$ cat config.mk
export PLATFORM = sky130hd
export DESIGN_NAME = ecc_lockstep_chk_pipe
export DESIGN_NICKNAME = d
export VERILOG_FILES = /design/src/rtl/ecc_pkg.sv /design/src/rtl/ecc_secded_dec.sv /design/src/rtl/ecc_lockstep_chk_pipe.sv
export SDC_FILE = /design/constraint.sdc
export NUM_CORES = 1
export LEC_CHECK = 0
export CAP_MARGIN = 20
export CORE_ASPECT_RATIO = 0.5
export CORE_MARGIN = 5
export CORE_UTILIZATION = 30
export CTS_CLUSTER_DIAMETER = 100
export DETAILED_ROUTE_END_ITERATION = 8
export PLACE_DENSITY = 0.6
export SLEW_MARGIN = 20
export SYNTH_ARGS = -nofsm -noshare
export SYNTH_HDL_FRONTEND = slang
export SYNTH_SLANG_ARGS = --single-unit
$ cat constraint.sdc
create_clock -name clk -period 5.9 [get_ports clk]
set_clock_uncertainty 0.15 [all_clocks]
set_input_delay 1.77 -clock clk [delete_from_list [all_inputs] [get_ports clk]]
set_output_delay 1.77 -clock clk [all_outputs]
set_load 0.02 [all_outputs]
$ cat src/rtl/ecc_pkg.sv
// Shared SECDED definitions: check-width helper, H-matrix column generator
// and the decoder result record used by the lockstep checker.
package ecc_pkg;

    // Upper bound on data width; the result mask is sized to it so the
    // record can be compared as a whole between the two decoders.
    localparam int ECC_MASK_W = 64;

    typedef struct packed {
        logic [ECC_MASK_W-1:0] mask;  // correction mask, 1 = flip this data bit
        logic                  sbit;  // single-bit (correctable) error
        logic                  dbit;  // double-bit (uncorrectable) error
    } dec_res_t;

    // Smallest check width p with 2^(p-1) >= data_width + p
    // (extended Hamming: p-1 position bits plus one overall-parity bit).
    function automatic int parity_width(input int data_width);
        int p;
        p = 2;
        while ((1 << (p - 1)) < data_width + p) p++;
        return p;
    endfunction

    // H-matrix column for data bit idx: the idx-th non-power-of-two
    // Hamming position (3,5,6,7,9,...). Check bit j sits at position 2^j,
    // and every column additionally carries the overall-parity row.
    function automatic int data_pos(input int idx);
        int pos;
        int n;
        pos = 2;
        n   = -1;
        while (n < idx) begin
            pos++;
            if ((pos & (pos - 1)) != 0) n++;
        end
        return pos;
    endfunction

endpackage

$ cat src/rtl/ecc_secded_dec.sv
// Combinational extended-Hamming SECDED decoder. Produces a correction mask
// and single/double error flags; bypass forces a clean result.
module ecc_secded_dec
    import ecc_pkg::*;
#(
    parameter int DATA_WIDTH   = 62,
    parameter int PARITY_WIDTH = 8
) (
    input  logic [DATA_WIDTH-1:0]   data,
    input  logic [PARITY_WIDTH-1:0] parity,
    input  logic                    bypass,
    output dec_res_t                res
);

    logic [DATA_WIDTH-1:0][PARITY_WIDTH-1:0] h_col;
    logic [PARITY_WIDTH-1:0]                 syn;

    // Elaboration-time H-matrix columns for the data bits
    for (genvar i = 0; i < DATA_WIDTH; i++) begin : g_col
        assign h_col[i] = {1'b1, (PARITY_WIDTH-1)'(data_pos(i))};
    end

    // Syndrome: XOR of the columns of every set data and check bit
    always_comb begin
        syn = '0;
        for (int i = 0; i < DATA_WIDTH; i++)
            if (data[i]) syn = syn ^ h_col[i];
        for (int j = 0; j < PARITY_WIDTH - 1; j++)
            if (parity[j]) syn = syn ^ {1'b1, (PARITY_WIDTH-1)'(1 << j)};
        if (parity[PARITY_WIDTH-1]) syn = syn ^ {1'b1, {(PARITY_WIDTH-1){1'b0}}};
    end

    // Classify: odd overall parity = single error, even with a nonzero
    // position = double error. Check-bit hits flag sbit with an empty mask.
    always_comb begin
        res = '0;
        if (!bypass) begin
            res.sbit = syn[PARITY_WIDTH-1];
            res.dbit = ~syn[PARITY_WIDTH-1] & (|syn[PARITY_WIDTH-2:0]);
            for (int i = 0; i < DATA_WIDTH; i++)
                res.mask[i] = (syn == h_col[i]);
        end
    end

endmodule

$ cat src/rtl/ecc_lockstep_chk_pipe.sv
// Two-stage lockstep SECDED checker: two identical decoders see every word;
// any disagreement is an ECC logic fault and the raw word is forwarded.
// Includes saturating event counters, sticky fault status and an interrupt.
module ecc_lockstep_chk_pipe
    import ecc_pkg::*;
#(
    parameter int DATA_WIDTH   = 62,
    parameter int PARITY_WIDTH = 8,
    parameter int CNT_WIDTH    = 8
) (
    input  logic                    clk,
    input  logic                    rst_n,
    input  logic                    in_vld,
    input  logic [DATA_WIDTH-1:0]   data_in,
    input  logic [PARITY_WIDTH-1:0] parity_in,
    input  logic                    bypass,
    input  logic                    ecc_fault_detc_en,
    input  logic                    inj_en,
    input  logic [DATA_WIDTH-1:0]   inj_mask,
    input  logic                    stat_clr,
    output logic                    out_vld,
    output logic [DATA_WIDTH-1:0]   data_out,
    output logic                    sbit_err,
    output logic                    dbit_err,
    output logic                    ecc_fault,
    output logic                    fault_sticky,
    output logic                    fault_irq,
    output logic [CNT_WIDTH-1:0]    sbit_cnt,
    output logic [CNT_WIDTH-1:0]    dbit_cnt,
    output logic [CNT_WIDTH-1:0]    fault_cnt
);

    localparam int STAGES = 2;
    localparam int NUM_CNT = 3;

    logic [STAGES:1]                vld_pipe;
    logic [DATA_WIDTH-1:0]          s1_data;
    logic [DATA_WIDTH-1:0]          s1_inj_mask;
    logic [PARITY_WIDTH-1:0]        s1_parity;
    logic                           s1_bypass;
    logic                           s1_en;
    logic                           s1_inj_en;
    logic [DATA_WIDTH-1:0]          dec1_data;
    dec_res_t                       res0;
    dec_res_t                       res1;
    logic                           cmp_ok;
    logic                           v1;
    logic [NUM_CNT-1:0]             evt;
    logic [NUM_CNT-1:0][CNT_WIDTH-1:0] cnt;

    assign v1      = vld_pipe[1];
    assign out_vld = vld_pipe[STAGES];

    // Valid shift register; reset drops any words in flight
    always_ff @(posedge clk or negedge rst_n) begin
        if (!rst_n) vld_pipe <= '0;
        else        vld_pipe <= {vld_pipe[STAGES-1:1], in_vld};
    end

    // Stage 1: capture the word and its controls only on accepted cycles
    always_ff @(posedge clk or negedge rst_n) begin
        if (!rst_n) begin
            s1_data     <= '0;
            s1_parity   <= '0;
            s1_bypass   <= 1'b0;
            s1_en       <= 1'b0;
            s1_inj_en   <= 1'b0;
            s1_inj_mask <= '0;
        end else if (in_vld) begin
            s1_data     <= data_in;
            s1_parity   <= parity_in;
            s1_bypass   <= bypass;
            s1_en       <= ecc_fault_detc_en;
            s1_inj_en   <= inj_en;
            s1_inj_mask <= inj_mask;
        end
    end

    // Injection perturbs only decoder 1 so self-test produces a mismatch
    assign dec1_data = s1_data ^ (s1_inj_en ? s1_inj_mask : '0);

    ecc_secded_dec #(.DATA_WIDTH(DATA_WIDTH), .PARITY_WIDTH(PARITY_WIDTH)) u_dec0 (
        .data   (s1_data),
        .parity (s1_parity),
        .bypass (s1_bypass),
        .res    (res0)
    );

    ecc_secded_dec #(.DATA_WIDTH(DATA_WIDTH), .PARITY_WIDTH(PARITY_WIDTH)) u_dec1 (
        .data   (dec1_data),
        .parity (s1_parity),
        .bypass (s1_bypass),
        .res    (res1)
    );

    assign cmp_ok = (res0 == res1);

    // Stage 2: corrected or raw data (held when idle), flags gated by valid
    always_ff @(posedge clk or negedge rst_n) begin
        if (!rst_n) begin
            data_out  <= '0;
            sbit_err  <= 1'b0;
            dbit_err  <= 1'b0;
            ecc_fault <= 1'b0;
        end else begin
            if (v1)
                data_out <= (cmp_ok | ~s1_en) ? (s1_data ^ res0.mask[DATA_WIDTH-1:0]) : s1_data;
            sbit_err  <= v1 & res0.sbit;
            dbit_err  <= v1 & res0.dbit;
            ecc_fault <= v1 & s1_en & ~cmp_ok;
        end
    end

    // Sticky fault with a one-shot interrupt on its rising edge; a fault
    // arriving with stat_clr keeps the sticky bit set
    always_ff @(posedge clk or negedge rst_n) begin
        if (!rst_n) begin
            fault_sticky <= 1'b0;
            fault_irq    <= 1'b0;
        end else begin
            fault_sticky <= ecc_fault | (fault_sticky & ~stat_clr);
            fault_irq    <= ecc_fault & ~fault_sticky;
        end
    end

    assign evt = {ecc_fault, dbit_err, sbit_err};

    for (genvar g = 0; g < NUM_CNT; g++) begin : g_cnt
        logic [CNT_WIDTH-1:0] cnt_q;

        // Saturating count; a clear coinciding with an event counts that event
        always_ff @(posedge clk or negedge rst_n) begin
            if (!rst_n)                      cnt_q <= '0;
            else if (stat_clr)               cnt_q <= CNT_WIDTH'(evt[g]);
            else if (evt[g] && cnt_q != '1)  cnt_q <= cnt_q + CNT_WIDTH'(1);
        end

        assign cnt[g] = cnt_q;
    end

    assign sbit_cnt  = cnt[0];
    assign dbit_cnt  = cnt[1];
    assign fault_cnt = cnt[2];

endmodule
### Yosys cells after proc, flatten, opt, wreduce, memory -nomap -nowiden

Cells that the tools add are included.

* bits in registers: 228
* input port bits: 139
* output and inout port bits: 92

* add/subtract/negate cells: 3
* equal/unequal tests: 128
* muxes and demuxes: 150
* bitwise operators: 156
* reductions and logical operators: 8

Operators by type and width (count)
* $mux 8: 146
* $eq 8x8->1 const B: 124
* $not 4->4: 44
* $not 5->5: 30
* $mux 64: 2
* $mux 62: 2
* $xor 62x62->62: 2
* $not 3->3: 34
* $not 6->6: 12
* $eq 64x64->1: 1
* $not 2->2: 14
* $add 8x1->8 const B: 3
* $ne 8x8->1 const B: 3
* $not 7->7: 2
* $reduce_or 7->1: 2
* $and 1x1->1: 8
* $not 1->1: 8
* $reduce_bool 2->1: 3
* $logic_and 1x1->1: 3
* $or 1x1->1: 2

### Depth between registers and ports, before layout

Gate-level depths: netlist of run 1.

* depth in word-level cells: 147
* gate-level depth with buffers: 22

### Modules after synthesis

A second synthesis of run 1 with hierarchy kept.

* cell total of the unflattened synthesis: 1719
* area total of the unflattened synthesis: 17100.2 µm²

By module, submodules not included
* ecc_lockstep_chk_pipe: instances 1, cells each 1260, area each 12929.9 µm², seq. area each 5705.5 µm²
* ecc_secded_dec at u_dec1: instances 1, cells each 228, area each 2143.3 µm², seq. area each 0.0 µm²
* ecc_secded_dec at u_dec0: instances 1, cells each 231, area each 2026.9 µm², seq. area each 0.0 µm²

### Worst setup path after synthesis of run 1

OpenSTA, ideal clock, no wires.

* kind: register to register
* start: register s1_data[48]
* end: register data_out[43]
* library setup time: 0.141 ns
* arrival time: 4.936 ns
* required time: 5.609 ns
* slack: 0.673 ns
* cell stages (with the launch flop): 19
* path buffers: 3
* clock period less this slack: 5.227 ns
* cell sequence: dfrtp_1 -> clkbuf_1 -> xor2_1 -> xnor3_1 -> xnor3_2 -> xor2_2 -> nand2_1 -> a2111o_1 -> a21oi_4 -> inv_2 -> or4_1 -> a22o_1 -> nor4_1 -> nand4_1 -> o41a_1 -> buf_2 -> buf_2 -> o31ai_1 -> a31oi_1

* word-level cells in the longest chain between the ends: 50
* elaborated cells between the ends (all ways): 223
* classes of those cells: eq/ne: 125; mux: 47; bitwise: 49; reduce/logical: 2

Ends and longest elaborated chain
* start, declared: line ecc_lockstep_chk_pipe.sv:37 `logic [DATA_WIDTH-1:0] s1_data;`
* start signal, assigned: line ecc_lockstep_chk_pipe.sv:70 `s1_data <= data_in;`
* parallel branches: the longest is 49 deep, another holds $xor 62x62->62
* $mux 62 (*): line ecc_lockstep_chk_pipe.sv:107 `data_out <= (cmp_ok | ~s1_en) ? (s1_data ^ res0.mask[DATA_WIDTH-1:0]) : s1_data;`
* end signal, assigned: line ecc_lockstep_chk_pipe.sv:107
* end, declared: line ecc_lockstep_chk_pipe.sv:22 `output logic [DATA_WIDTH-1:0] data_out,`

Mark *: on every way between the ends.
A chain may end at the register's enable or synchronous reset.

### Worst setup path after layout of run 1

* start: register s1_data[6]
* end: register data_out[2]

* word-level cells in the longest chain between the ends: 134
* elaborated cells between the ends (all ways): 391
* classes of those cells: eq/ne: 125; mux: 131; bitwise: 133; reduce/logical: 2

Ends and longest elaborated chain (line)
* parallel branches: the longest is 133 deep, another holds $xor 62x62->62
* $mux 62 (*): ecc_lockstep_chk_pipe.sv:107

Marks and branches as above.

==> flow_metrics.env, run 1 <==
export IMPL_clockRootBuffer="clkbuf_16"
export IMPL_portBuffers=230
export IMPL_synth_flop_cell="dfrtp_1"
export IMPL_worstMarginPinSlew_ps=975
export IMPL_hpwl_um=52800
export IMPL_cts_post_setup_buffers_inserted=0
export IMPL_synthToLayoutAreaGrowth_pct=37.1
export IMPL_hold_violations=0
export IMPL_avgSynthCellArea_sq_um=9.81
export IMPL_crit_chain="xnor2_1, xnor2_1, xor2_1, xnor3_2, xor2_1, nand3_1, buf_4, o21ai_0, nor2_1, a311oi_1, buf_4, nand4_1, o41a_2, buf_12, or4_1, a31oi_1"
export IMPL_slew_violations=0
export IMPL_h_tree_depth=1
export IMPL_synth_compound_area_share_pct=11.4
export IMPL_worstHoldEndpoint="fault_irq"
export IMPL_tns_ps=0
export IMPL_finalSetupViolCount=0
export IMPL_antenna_found_initial=3
export IMPL_nets=2139
export IMPL_grt_start_max_net_pins=108
export IMPL_crit_fanout=41
export IMPL_first_global_vias=14000
export IMPL_cts_resized=0
export IMPL_syn_area_sq_um=15700
export IMPL_multi_input_area_sq_um=9530
export IMPL_worstPathRequired_ps=6250
export IMPL_dr_pass1_iters=6
export IMPL_synth_top_family_by_area="XOR/XNOR gates"
export IMPL_tritoncts="built"
export IMPL_antenna_cells=0
export IMPL_numCtsBuffers=25
export IMPL_rows=59
export IMPL_r2r_end="data_out[2]"
export IMPL_grt_pass1_wl_um=96100
export IMPL_viasPerCell=5.29
export IMPL_synth_cell_types=72
export IMPL_clock_path_buffers=3
export IMPL_path_buf_inv=3
export IMPL_max_slew_margin_rel_pct=35.0
export IMPL_synth_edf_count=0
export IMPL_synth_seq_cells=228
export IMPL_clk_pin_slew_worst_paths_ps=70
export IMPL_max_freq_mhz=174
export IMPL_cts_hold_fix_buffers=0
export IMPL_critPathMaxStageDelay_ps=720
export IMPL_numClockSinks=228
export IMPL_initial_utilization_pct=30.2
export IMPL_synthSimpleGateAreaFrac_pct=15.1
export IMPL_fin_crit_sh_pct=97.6
export IMPL_clkLatencyLatePin_ps=570
export IMPL_drtIter0Drc=1310
export IMPL_synth_adder_area_share_pct=0.240
export IMPL_muxShareOfSynthArea_pct=8.79
export IMPL_regArea_sq_um=5710
export IMPL_die_y_um=172
export IMPL_dp_slack_ps=103
export IMPL_grt_total_usage_pct=22.6
export IMPL_status="completed"
export IMPL_drc=0
export IMPL_fin_cells=2716
export IMPL_fill_cells=5077
export IMPL_ios=231
export IMPL_overflow=0
export IMPL_worst_setup_path_start_kind="flop"
export IMPL_drtAntennaViolNets=0
export IMPL_reg2reg_from="s1_data[6]"
export IMPL_dieArea_sq_um=57200
export IMPL_hold_path_class="reg -> reg"
export IMPL_vias=14400
export IMPL_reg2reg_depth=16
export IMPL_place_congestion=0.975
export IMPL_synthXorXnorAreaFrac_pct=24.4
export IMPL_wl_per_cell_um=24.5
export IMPL_dp_cells=2671
export IMPL_regToRegSetupSlack_ps=140
export IMPL_yosysSeqAreaShare_pct=36.4
export IMPL_wirelength_um=66600
export IMPL_worst_ep_arrival_time_ps=6110
export IMPL_drive_gt1_share_pct=22.4
export IMPL_die_w_um=333
export IMPL_crit_family="XOR/XNOR gates"
export IMPL_setup_slack_ps=139
export IMPL_design_area_sq_um=21500
export IMPL_critical_path_class="reg -> reg"
export IMPL_core_area_sq_um=51800
export IMPL_cpMaxStageDelayCell="xor2_1"
export IMPL_rsz0062_at_grt="false"
export IMPL_min_path_cells=1
export IMPL_synth_nets=1739
export IMPL_dpl_cell_area_sq_um=20500
export IMPL_netlist_instances=1597
export IMPL_ys_async_sr_fraction_pct=100
export IMPL_holdCritStartpoint="fault_sticky"
export IMPL_period_needed_ps=5760
export IMPL_max_cap_violations=0
export IMPL_ys_warn_count=0
export IMPL_cp_end_kind="flop"
==> worst reg2reg max path: cells and delay by family, from the launching register on <==
family | cells | cell delay (ps)
XOR/XNOR | 5 | 2230
AO/OA/AOI/OAI | 4 | 1160
AND/OR/NAND/NOR | 4 | 1040
buffers and inverters | 3 | 600
flip-flops | 1 | 510
==> cells in the final DEF (no fill, tap or decap), types with 27 or more instances in the layout <==
| cell type | count |
|---|---|
| clkdlybuf4s50_1 | 228 |
| dfrtp_1 | 225 |
| o21ai_1 | 58 |
| inv_1 | 27 |
| nand2_1 | 155 |
| xnor2_1 | 170 |
| nand4_1 | 32 |
| xnor3_1 | 47 |
| mux2_2 | 117 |
| xor2_1 | 88 |
| nand3_1 | 29 |
| o21ai_0 | 54 |
| nor2_1 | 121 |
| a21oi_1 | 29 |
| a31oi_1 | 68 |
| buf_4 | 249 |
| nand4b_1 | 38 |
==> cell type report <==
cell class                      count  area share [%]
Inverter                           28           0.489
Multi-Input combinational cell   1224            44.4
Tap cell                          701            4.08
Timing Repair Buffer              490            20.5
Clock buffer                       32            3.18
Sequential cell                   228            26.6
Clock inverter                     13           0.787
==> cell usage after synthesis (9+ instances only) <==
cell        n  area [sq um]
dfrtp_1   228          5710
xnor2_1   177          1550
nand2_1   155           582
nor2_1    121           454
mux2_2    117          1320
clkbuf_1   99           372
xor2_1     88           771
a31oi_1    68           425
o21ai_1    58           290
o21ai_0    54           270
xnor3_1    49          1100
nand4b_1   38           333
a21oi_1    34           170
nand4_1    32           200
nand3_1    29           145
inv_1      27           101
nor3_1     24           120
or3_1      20           125
and2_1     15          93.8
buf_2      15          75.1
xor3_1     14           333
nor4_1     13          81.3
and3_1      9          56.3
==> kinds of logic after synthesis <==
| logic type | after synthesis |
|---|---|
| AND/OR/NAND/NOR | 480 |
| flip-flops | 228 |
| buffers and inverters | 145 |
| adder cells (fa/ha/maj) | 3 |
| AO/OA/AOI/OAI | 286 |
| multiplexers | 123 |
| XOR/XNOR | 332 |
==> metal layers <==
layer | global-route usage (%) | vias to the layer above | wire, um
li1 | - | 6461 | -
met1 | 31.8 | 7171 | 29400
met2 | 35.8 | 620 | 29900
met3 | 5.00 | 102 | 5680
met4 | 5.29 | 4 | 1660
met5 | 0 | - | 21
==> state kept, by name, summed over array words and instances, names as in the netlist, 2 cells and up <==
name         flops
data_out        62
s1_data         62
s1_inj_mask     62
dbit_cnt         8
fault_cnt        8
s1_parity        8
sbit_cnt         8
vld_pipe         2
==> worst max path at each step <==
stage | end | startpoint | cells after the start | slack [ps]
5_1_grt | data_out[16] | s1_inj_en | 19 | 2
2_1_floorplan | data_out[43] | s1_data[48] | 18 | 670
3_5_place_dp | data_out[2] | s1_data[9] | 17 | 100
4_1_cts | data_out[2] | s1_data[9] | 19 | 80
3_3_place_gp | data_out[2] | s1_data[9] | 20 | 90
6_report | data_out[2] | s1_data[6] | 16 | 140
==> through the flow <==
step	hold slack [ps]	utilization, %
after floorplan	220	-
after CTS	310	41.2
after detailed placement	304	39.6
after global routing	333	41.4
final	305	41.4
after global placement	304	39.6
Power of run 1 is left out: the tool's default activity adds up to more than one toggle a clock period on the data nets, which glitch-free logic cannot reach.
==> run 2, diff against run 1 <==
Settings changed: CTS_CLUSTER_DIAMETER 100 to 40, SKIP_CTS_REPAIR_TIMING set to 1.
==> run 2 against run 1 <==
Net effect:
- worst setup slack improved by 11 ps
- first-iteration DRC count is 8.2% lower
- global-route usage is essentially flat
- non-clock buffer count stayed put
==> flow_metrics.env, run 2 (synthesis results as in run 1) <==
export IMPL_path_buf_inv=6
export IMPL_vias=14300
export IMPL_reg2reg_depth=20
export IMPL_fin_crit_sh_pct=97.5
export IMPL_tns_ps=0
export IMPL_clk_pin_slew_worst_paths_ps=70
export IMPL_initial_utilization_pct=30.2
export IMPL_cp_depth=20
export IMPL_cpMostUsedCell="buf_4"
export IMPL_max_cap_violations=0
export IMPL_min_path_cells=1
export IMPL_viasPerCell=5.23
export IMPL_nets=2143
export IMPL_cp_end_kind="flop"
export IMPL_numCtsBuffers=29
export IMPL_critical_path_class="reg -> reg"
export IMPL_antenna_found_initial=3
export IMPL_die_y_um=172
export IMPL_place_congestion=0.975
export IMPL_hpwl_um=52800
export IMPL_dieArea_sq_um=57200
export IMPL_worst_ep_arrival_time_ps=6110
export IMPL_tritoncts="built"
export IMPL_grt_pass1_wl_um=96100
export IMPL_hold_path_class="reg -> reg"
export IMPL_h_tree_depth=1
export IMPL_worstPathRequired_ps=6260
export IMPL_top_regs="data_out x62, s1_data x62, s1_inj_mask x62"
export IMPL_slew_violations=0
export IMPL_status="completed"
export IMPL_regArea_sq_um=5710
export IMPL_wl_met1_um=29100
export IMPL_max_slew_margin_rel_pct=33.7
export IMPL_wl_met2_um=29800
export IMPL_drtIter0Drc=1203
export IMPL_numClockSinks=228
export IMPL_clockRootBuffer="clkbuf_16"
export IMPL_crit_fanout=41
export IMPL_dr_pass1_iters=7
export IMPL_wl_met3_um=5800
export IMPL_first_global_vias=14000
export IMPL_multi_input_area_sq_um=9580
export IMPL_core_area_sq_um=51800
export IMPL_clkLatencyLatePin_ps=590
export IMPL_final_cell_mix="buf_4 (249), clkdlybuf4s50_1 (228), dfrtp_1 (225)"
export IMPL_drc=0
export IMPL_finalSetupViolCount=0
export IMPL_drive_gt1_share_pct=23.2
export IMPL_portBuffers=230
export IMPL_grt_start_max_net_pins=108
export IMPL_clock_path_buffers=3
export IMPL_top_layer="met5"
export IMPL_die_w_um=333
export IMPL_crit_family="XOR/XNOR gates"
export IMPL_max_freq_mhz=174
export IMPL_ios=231
export IMPL_wl_per_cell_um=24.3
export IMPL_fill_cells=5071
export IMPL_final_common_cell="buf_4"
export IMPL_grt_total_usage_pct=22.6
export IMPL_overflow=0
export IMPL_crit_chain="xnor2_1, xnor2_1, xor2_1, xnor3_2, xnor3_2, buf_4, xor2_1, buf_4, nand4b_1, buf_4, o41ai_1, buf_4, o22ai_1, nor4bb_1, nand4_1, o41a_2, buf_12, buf_4, o21ai_1, a31oi_1"
export IMPL_drtAntennaViolNets=0
export IMPL_synthToLayoutAreaGrowth_pct=38.3
export IMPL_cpMaxStageDelayCell="o41ai_1"
export IMPL_wirelength_um=66300
export IMPL_period_needed_ps=5750
export IMPL_rows=59
export IMPL_worst_setup_path_start_kind="flop"
export IMPL_worstMarginPinSlew_ps=995
export IMPL_hold_violations=0
export IMPL_critPathMaxStageDelay_ps=820
[run 2: cell count changes in the layout (fill, tap and decap cells not counted), moves of 3 or more]
cell        change
clkinvlp_4      +4
inv_6           +4
clkbuf_16       +4
clkbuf_1        -3
clkinv_2        -4
xnor2_1         -5
xnor2_2         +5
[run 2: final cells by class]
class | instances | share of cell area, %
multi-input combinational | 1224 | 44.2
sequential | 228 | 26.4
timing repair buffer | 490 | 20.3
tap | 701 | 4.05
clock buffer | 35 | 3.68
clock inverter | 19 | 0.918
inverter | 28 | 0.485
antenna | 2 | 0.0231
[run 2: routing by layer]
layer | vias to the layer above | GRT usage [%]
li1 | 6465 | -
met1 | 7134 | 31.2
met2 | 562 | 36.0
met3 | 92 | 5.62
met4 | 4 | 5.14
met5 | - | 0
[run 2: worst paths after layout]
kind	startpoint	endpoint	slack (ps)
min in group asynchronous	rst_n	s1_inj_mask[50]	1100
min reg2reg	fault_sticky	fault_irq	310
max in group asynchronous	rst_n	data_out[43]	3540
max	s1_data[6]	data_out[25]	150
max reg2reg	s1_data[6]	data_out[25]	150
min	fault_sticky	fault_irq	310
[run 2: per-stage QoR]
stage	hold slack [ps]	std cells	instance area, sq um	utilization, %	setup slack [ps]
finish	306	2727	21700	41.8	150
global route	334	2725	21700	41.8	-4.67
CTS	312	2725	21500	41.5	40.6
detailed placement	304	2671	20500	39.6	103
global placement	304	2671	20500	39.6	91.2
floorplan	220	1597	15700	-	673
Power of run 2 is left out for the same reason.
==> run 3, diff against run 2 <==
Settings changed: CAP_MARGIN 20 to not set, PLACE_DENSITY 0.6 to not set.
==> results of run 3 <==
Same layout as run 2: the final DEF is identical, and so are final timing and power.
Power of run 3 is left out for the same reason.
